--- src/rtl/nv_ram_rws_32x272_fifo_ctrl_if.sv ---
// Push/pop valid-ready bundle for the 32x272 RAM FIFO controller.
// Master drives push data and pop ready; slave is the controller.
interface nv_ram_rws_32x272_fifo_ctrl_if #(
  parameter int DW = 272
) ();
  logic          wr_pvld;
  logic          wr_prdy;
  logic [DW-1:0] wr_pd;
  logic          rd_pvld;
  logic          rd_prdy;
  logic [DW-1:0] rd_pd;

  modport master (
    output wr_pvld, wr_pd, rd_prdy,
    input  wr_prdy, rd_pvld, rd_pd
  );

  modport slave (
    input  wr_pvld, wr_pd, rd_prdy,
    output wr_prdy, rd_pvld, rd_pd
  );
endinterface

--- src/rtl/nv_ram_rws_32x272_fifo_ctrl.sv ---
// Pointer and flow control around an external 32x272 RAM with
// registered read address; pop data comes straight from the RAM.
module nv_ram_rws_32x272_fifo_ctrl #(
  parameter int DW = 272,
  parameter int AW = 5
) (
  input  logic           nvdla_core_clk,
  input  logic           nvdla_core_rstn,
  nv_ram_rws_32x272_fifo_ctrl_if.slave io,
  output logic           ram_we,
  output logic [AW-1:0]  ram_wa,
  output logic [DW-1:0]  ram_di,
  output logic           ram_re,
  output logic [AW-1:0]  ram_ra,
  input  logic [DW-1:0]  ram_dout,
  input  logic [31:0]    pwrbus_ram_pd,
  output logic [31:0]    ram_pwrbus_ram_pd,
  output logic [AW:0]    fifo_occ,
  output logic           fifo_idle
);
  localparam int DEPTH = 2 ** AW;
  localparam logic [AW:0] FULL = (AW+1)'(DEPTH);

  logic [AW-1:0] wr_ptr_q, wr_ptr_d;
  logic [AW-1:0] rd_ptr_q, rd_ptr_d;
  logic [AW:0]   occ_q, occ_d;
  logic [AW:0]   unread_q, unread_d;
  logic          ram_vld_q, ram_vld_d;
  logic          push, pop, issue;

  assign io.wr_prdy = (occ_q != FULL);
  assign push  = io.wr_pvld & io.wr_prdy;
  // Slots free only on pop, so the entry on ram_dout is never overwritten.
  assign issue = (unread_q != '0) & (~ram_vld_q | io.rd_prdy);
  assign pop   = ram_vld_q & io.rd_prdy;

  assign ram_we = push;
  assign ram_wa = wr_ptr_q;
  assign ram_di = io.wr_pd;
  assign ram_re = issue;
  assign ram_ra = rd_ptr_q;

  assign io.rd_pvld = ram_vld_q;
  assign io.rd_pd   = ram_dout;

  assign ram_pwrbus_ram_pd = pwrbus_ram_pd;
  assign fifo_occ  = occ_q;
  assign fifo_idle = (occ_q == '0);

  always_comb begin
    wr_ptr_d  = wr_ptr_q;
    rd_ptr_d  = rd_ptr_q;
    occ_d     = occ_q;
    unread_d  = unread_q;
    ram_vld_d = ram_vld_q;
    if (push)  wr_ptr_d = wr_ptr_q + 1'b1;
    if (issue) rd_ptr_d = rd_ptr_q + 1'b1;
    occ_d = occ_q + {{AW{1'b0}}, push}
          - {{AW{1'b0}}, pop};
    unread_d = unread_q + {{AW{1'b0}}, push}
             - {{AW{1'b0}}, issue};
    if (issue)
      ram_vld_d = 1'b1;
    else if (io.rd_prdy)
      ram_vld_d = 1'b0;
  end

  always_ff @(posedge nvdla_core_clk or negedge nvdla_core_rstn) begin
    if (!nvdla_core_rstn) begin
      wr_ptr_q  <= '0;
      rd_ptr_q  <= '0;
      occ_q     <= '0;
      unread_q  <= '0;
      ram_vld_q <= 1'b0;
    end else begin
      wr_ptr_q  <= wr_ptr_d;
      rd_ptr_q  <= rd_ptr_d;
      occ_q     <= occ_d;
      unread_q  <= unread_d;
      ram_vld_q <= ram_vld_d;
    end
  end

  a_occ_max: assert property (@(posedge nvdla_core_clk)
    disable iff (!nvdla_core_rstn) occ_q <= FULL);
  a_unread_le_occ: assert property (@(posedge nvdla_core_clk)
    disable iff (!nvdla_core_rstn) unread_q <= occ_q);
  a_vld_gap: assert property (@(posedge nvdla_core_clk)
    disable iff (!nvdla_core_rstn)
    (occ_q - unread_q) == {{AW{1'b0}}, ram_vld_q});
  a_ptr_gap: assert property (@(posedge nvdla_core_clk)
    disable iff (!nvdla_core_rstn)
    (wr_ptr_q - rd_ptr_q) == unread_q[AW-1:0]);
  a_no_ovf: assert property (@(posedge nvdla_core_clk)
    disable iff (!nvdla_core_rstn) ram_we |-> io.wr_prdy);
endmodule

--- src/flat_wrapper.sv ---
// flat-port wrapper written by rule: the top's interface ports become plain ports
module nv_ram_rws_32x272_fifo_ctrl_flat 
#(
  parameter int DW = 272,
  parameter int AW = 5
)
  (nvdla_core_clk, nvdla_core_rstn, ram_we, ram_wa, ram_di, ram_re, ram_ra, ram_dout, pwrbus_ram_pd, ram_pwrbus_ram_pd, fifo_occ, fifo_idle, io_wr_pvld, io_wr_pd, io_rd_prdy, io_wr_prdy, io_rd_pvld, io_rd_pd);
  nv_ram_rws_32x272_fifo_ctrl_if #(.DW(DW)) io_i ();
  input  logic nvdla_core_clk;
  input  logic nvdla_core_rstn;
  output logic ram_we;
  output logic [AW-1:0] ram_wa;
  output logic [DW-1:0] ram_di;
  output logic ram_re;
  output logic [AW-1:0] ram_ra;
  input  logic [DW-1:0] ram_dout;
  input  logic [31:0] pwrbus_ram_pd;
  output logic [31:0] ram_pwrbus_ram_pd;
  output logic [AW:0] fifo_occ;
  output logic fifo_idle;
  input wire logic [$bits(io_i.wr_pvld)-1:0] io_wr_pvld;
  input wire logic [$bits(io_i.wr_pd)-1:0] io_wr_pd;
  input wire logic [$bits(io_i.rd_prdy)-1:0] io_rd_prdy;
  output wire logic [$bits(io_i.wr_prdy)-1:0] io_wr_prdy;
  output wire logic [$bits(io_i.rd_pvld)-1:0] io_rd_pvld;
  output wire logic [$bits(io_i.rd_pd)-1:0] io_rd_pd;
  assign io_i.wr_pvld = io_wr_pvld;
  assign io_i.wr_pd = io_wr_pd;
  assign io_i.rd_prdy = io_rd_prdy;
  assign io_wr_prdy = io_i.wr_prdy;
  assign io_rd_pvld = io_i.rd_pvld;
  assign io_rd_pd = io_i.rd_pd;
  nv_ram_rws_32x272_fifo_ctrl #(.DW(DW), .AW(AW)) u_core (.nvdla_core_clk(nvdla_core_clk), .nvdla_core_rstn(nvdla_core_rstn), .io(io_i), .ram_we(ram_we), .ram_wa(ram_wa), .ram_di(ram_di), .ram_re(ram_re), .ram_ra(ram_ra), .ram_dout(ram_dout), .pwrbus_ram_pd(pwrbus_ram_pd), .ram_pwrbus_ram_pd(ram_pwrbus_ram_pd), .fifo_occ(fifo_occ), .fifo_idle(fifo_idle));
endmodule
--- config.mk ---
export PLATFORM = sky130hd
export DESIGN_NAME = nv_ram_rws_32x272_fifo_ctrl_flat
export DESIGN_NICKNAME = d
export VERILOG_FILES = /design/src/rtl/nv_ram_rws_32x272_fifo_ctrl_if.sv /design/src/rtl/nv_ram_rws_32x272_fifo_ctrl.sv /design/src/flat_wrapper.sv
export SDC_FILE = /design/constraint.sdc
export NUM_CORES = 1
export LEC_CHECK = 0
export CAP_MARGIN = 10
export CORE_AREA = 5 5 449 451
export DETAILED_ROUTE_END_ITERATION = 16
export DIE_AREA = 0 0 454 456
export GPL_ROUTABILITY_DRIVEN = 1
export GPL_TIMING_DRIVEN = 0
export MAX_ROUTING_LAYER = met4
export PLACE_DENSITY = 0.3
export SYNTH_ARGS = -nofsm -noshare
export SYNTH_HDL_FRONTEND = slang
export SYNTH_SLANG_ARGS = --single-unit
--- constraint.sdc ---
create_clock -name nvdla_core_clk -period 2.3 [get_ports nvdla_core_clk]
set_input_delay 0.46 -clock nvdla_core_clk [delete_from_list [all_inputs] [get_ports nvdla_core_clk]]
set_output_delay 0.46 -clock nvdla_core_clk [all_outputs]
set_load 0.02 [all_outputs]
==> results list <==
- TritonCTS clock tree: built
- Of the total power, registers draw 0.134.
- After detailed placement, the total cell area comes to 15000 µm².
* Reg-to-reg setup timing slack: 0.006 ns
- Die outline area: 207000 µm²
* Most common cell after layout, fill and taps aside: buf_4
- Kind of path behind the tightest hold check: in2async
* Yosys top cell by area: buf_4
- Using the TritonRoute via totals, the vias-per-cell ratio works out to 1.75.
- Detailed-route wire length: 124000 µm
- Fillers: 23.0k
* Setup-failing EPs final: 0
* Distinct cell type count after synthesis: 22
* Final Util: 0.0788
- # port buffers: 600
- Highest attainable clock frequency: 436 MHz
- The mapped netlist covers 5660 µm².
- Met2 capacity usage during global routing: 0.203
- The average instance in the mapped netlist occupies 8.15 µm².
* Global-route wire length before repair: 137000 µm
- Synthesis produced a netlist with a net count of 1293.
- The design draws 6510 µW.
- The number of cells on the worst reg-to-reg path is 11.
* Result of the run: complete, no violations
- Measured against its own limit, the worst slew margin works out to 0.508.
* Static power due to leakage: 0.00598 µW
* Internal power contribution: 3480 µW
- Fin. Hold Viols: 0
- Data on the critical path arrives at its endpoint at 2.51 ns.
- The total area inside the core boundary comes to 197000 µm².
- In the global route stage, overall resource usage came out at 0.116.
* Category of the most critical setup path: reg2reg
- In the final routed layout, each cell accounts on average for 30.8 µm.
* Count of clock tree sinks: 23
* Global-route track usage on met1: 0.0989
* Layer with the highest usage after global routing: met2
- Ratio of total power to cell area: 419 nW/µm²
- The floorplan has 163 rows.
* Final Net Count: 1921
* Clock power share: 0.072
* Sequential fraction of the synthesis area: 0.102
- Hold is met by 0.191 ns.
- Maximum resistive drop on vdd: 0.279 mV
- Detailed placement ended at an HPWL of 120000 µm.
- The share of synthesized area in the top cell type comes to 0.764.
- In this run the horizontal extent of the chip is 454 µm.
- Crit start category: register
* Reg-to-reg startpoint: u_core.unread_q[3]
- Ranking of synthesized cells by area: buf_4 (76%), dfrtp_1 (10%), ha_1 (3.8%)
- Slew Viols, Final: 0
- Most frequent cells in the layout: buf_4 (598), clkdlybuf4s50_1 (596), dfrtp_1 (19), inv_1 (12)
- Measured along the y axis, the die boundary spans 456 µm.
- The detail route stage leaves a number of antenna-violating nets equal to 0.
- During I/O placement, the number of pins put on the boundary was 1177.
- Vias in the first global route: 6852
- Clk slew on worst S/H paths: 0.09 ns
- Critical Path Sink Type: register
* Net switching share of the total power: 0.466
- Setup total negative slack: 0 ns
- Detailed routing inserted a total of 7030 vias.
- For this run, the number of Yosys warnings is 0.
- Layout cells sized above 1: 0.490
- In the global route stage, met3 resource usage came out at 0.0952.
- Register bit total from synthesis: 23
- CTS placed an instance of clkbuf_16 at the clock tree root.
- Number of buffers on the longest clock path: 2
- The share of total power dissipated in combinational logic is 0.794.
- The tool flagged a number of max-cap violations equal to 0.
- End of the worst register-to-register path: u_core.unread_q[2]
- RSZ-0062 raised after global routing: yes
- Number of antenna violations at the first check in global routing: 184
- CTS built an H-tree with a depth of 1.
- Starting utilization of the core area: 0.0287
* Maximum fanout count along the critical path: 3
- The first TritonRoute pass finished after 4 iterations.
- The first routing iteration left 382 violations.
- At the pin with the least slew margin, the transition time is 0.736 ns.
- With fillers left out, the area of the finished cells amounts to 15500 µm².
- The worst path in the final design needs a cycle of 2.29 ns, including I/O delays and setup.
- Inserted Clock Buffers: 3
* Worst-Skew Late Latency: 0.29 ns
* Largest net degree at the start of global routing: 24
- Remaining DRCs: 0
- For this run the aggregate overflow at the end of global routing stands at 0.
- For this design the total switching power over the nets is 3030 µW.
- Last weighted congestion value of the routability-driven placer: 1.09
* Layout overhead on the synthesized area: 174%
* Final Skew: 0.00738 ns
* Required time at the worst-slack endpoint: 2.52 ns
* Share of the clock period used by the worst path after layout: 0.998
- Mapped Cells: 694
-- stage by stage --
| step | setup slack, ns | std cells |
|---|---|---|
| 3_3_place_gp | -0.664 | 3934 |
| 4_1_cts | -0.0332 | 3954 |
| 6_report | 0.00557 | 4016 |
| 5_1_grt | -0.0862 | 4010 |
| 3_5_place_dp | -0.654 | 3934 |
| 2_1_floorplan | -0.128 | 694 |
-- critical path, stage by stage, from the launching register on --
cell	delay [ns]
dfrtp_1	0.40
inv_2	0.09
ha_4	0.13
nor4bb_4	0.35
a21oi_4	0.08
xnor2_2	0.15
ha_2	0.21
inv_2	0.04
fa_2	0.35
buf_4	0.14
buf_4	0.12
xnor2_1	0.15
-- worst max-delay path by stage --
stage | from | end | slack, ns | cells past startpoint
2_1_floorplan | u_core.fifo_occ[3] | u_core.fifo_occ[4] | -0.13 | 13
3_3_place_gp | io_rd_prdy | u_core.unread_q[4] | -0.66 | 11
3_5_place_dp | io_rd_prdy | u_core.unread_q[4] | -0.65 | 11
4_1_cts | u_core.fifo_occ[4] | u_core.unread_q[4] | -0.03 | 13
5_1_grt | u_core.unread_q[3] | u_core.unread_q[4] | -0.09 | 12
6_report | u_core.unread_q[3] | u_core.unread_q[2] | 0.006 | 11
-- flip-flops by register name (all words and copies together), names as in the netlist --
register,flops
u_core.ram_wa,5
u_core.ram_ra,5
u_core.io.rd_pvld,1
u_core.fifo_occ,6
u_core.unread_q,6
-- kinds of logic after synthesis --
group,share of synthesized area
mux,0.00265
compound gates,0.0188
fa+ha+maj,0.0447
flops,0.102
xor+xnor,0.0279
simple gates,0.0248
buf+inv,0.780
-- power groups by stage --
| stage | Clock, µW | Combinational, µW | Sequential, µW |
|---|---|---|---|
| 6_report | 472 | 5170 | 869 |
| 3_3_place_gp | 0 | 4840 | 885 |
| 4_1_cts | 513 | 5060 | 870 |
| 5_1_grt | 519 | 5540 | 902 |
| 2_1_floorplan | 0 | 2430 | 1000 |
| 3_5_place_dp | 0 | 4790 | 883 |
-- synth_stat cells --
library cell / number
mux2_4: 1
a21o_1: 2
nand2_4: 1
inv_1: 23
nand4_1: 4
a211oi_1: 2
xor2_1: 7
nand4bb_4: 1
buf_4: 576
nor2_1: 2
o21ai_0: 3
xnor2_1: 11
o31ai_1: 2
dfrtp_1: 23
a21oi_1: 6
nor4bb_4: 1
nand3_1: 1
nand2_1: 7
ha_1: 17
and4bb_2: 1
fa_1: 2
a21oi_4: 1
-- cell type report --
cell class / count / area [µm²] / share of cell area
inverter: 23 / 90.1 / 0.00581
tap: 2640 / 3300 / 0.213
clock buffer: 3 / 75.1 / 0.00484
antenna: 55 / 138 / 0.00887
clock inverter: 1 / 7.51 / 0.000484
multi-input combinational: 72 / 807 / 0.0520
timing repair buffer: 623 / 6190 / 0.399
sequential: 23 / 581 / 0.0374
buffer: 576 / 4320 / 0.279
-- repair_timing --
action / in CTS / in global routing
resized for setup: 16 / 21
hold buffers: 0 / 0
setup endpoints to repair: 9 / 7
buffers inserted: 17 / 7
pin swaps: 18 / 16
-- layer usage --
layer / vias to the layer above / wire, µm / share of wire
met2: 822 / 61400 / 0.50
met1: 3117 / 37600 / 0.30
met5: - / 0 / 0
li1: 2883 / - / -
met3: 208 / 22000 / 0.18
met4: 0 / 2480 / 0.020
No activity file was read; power rests on OpenSTA's default activity.
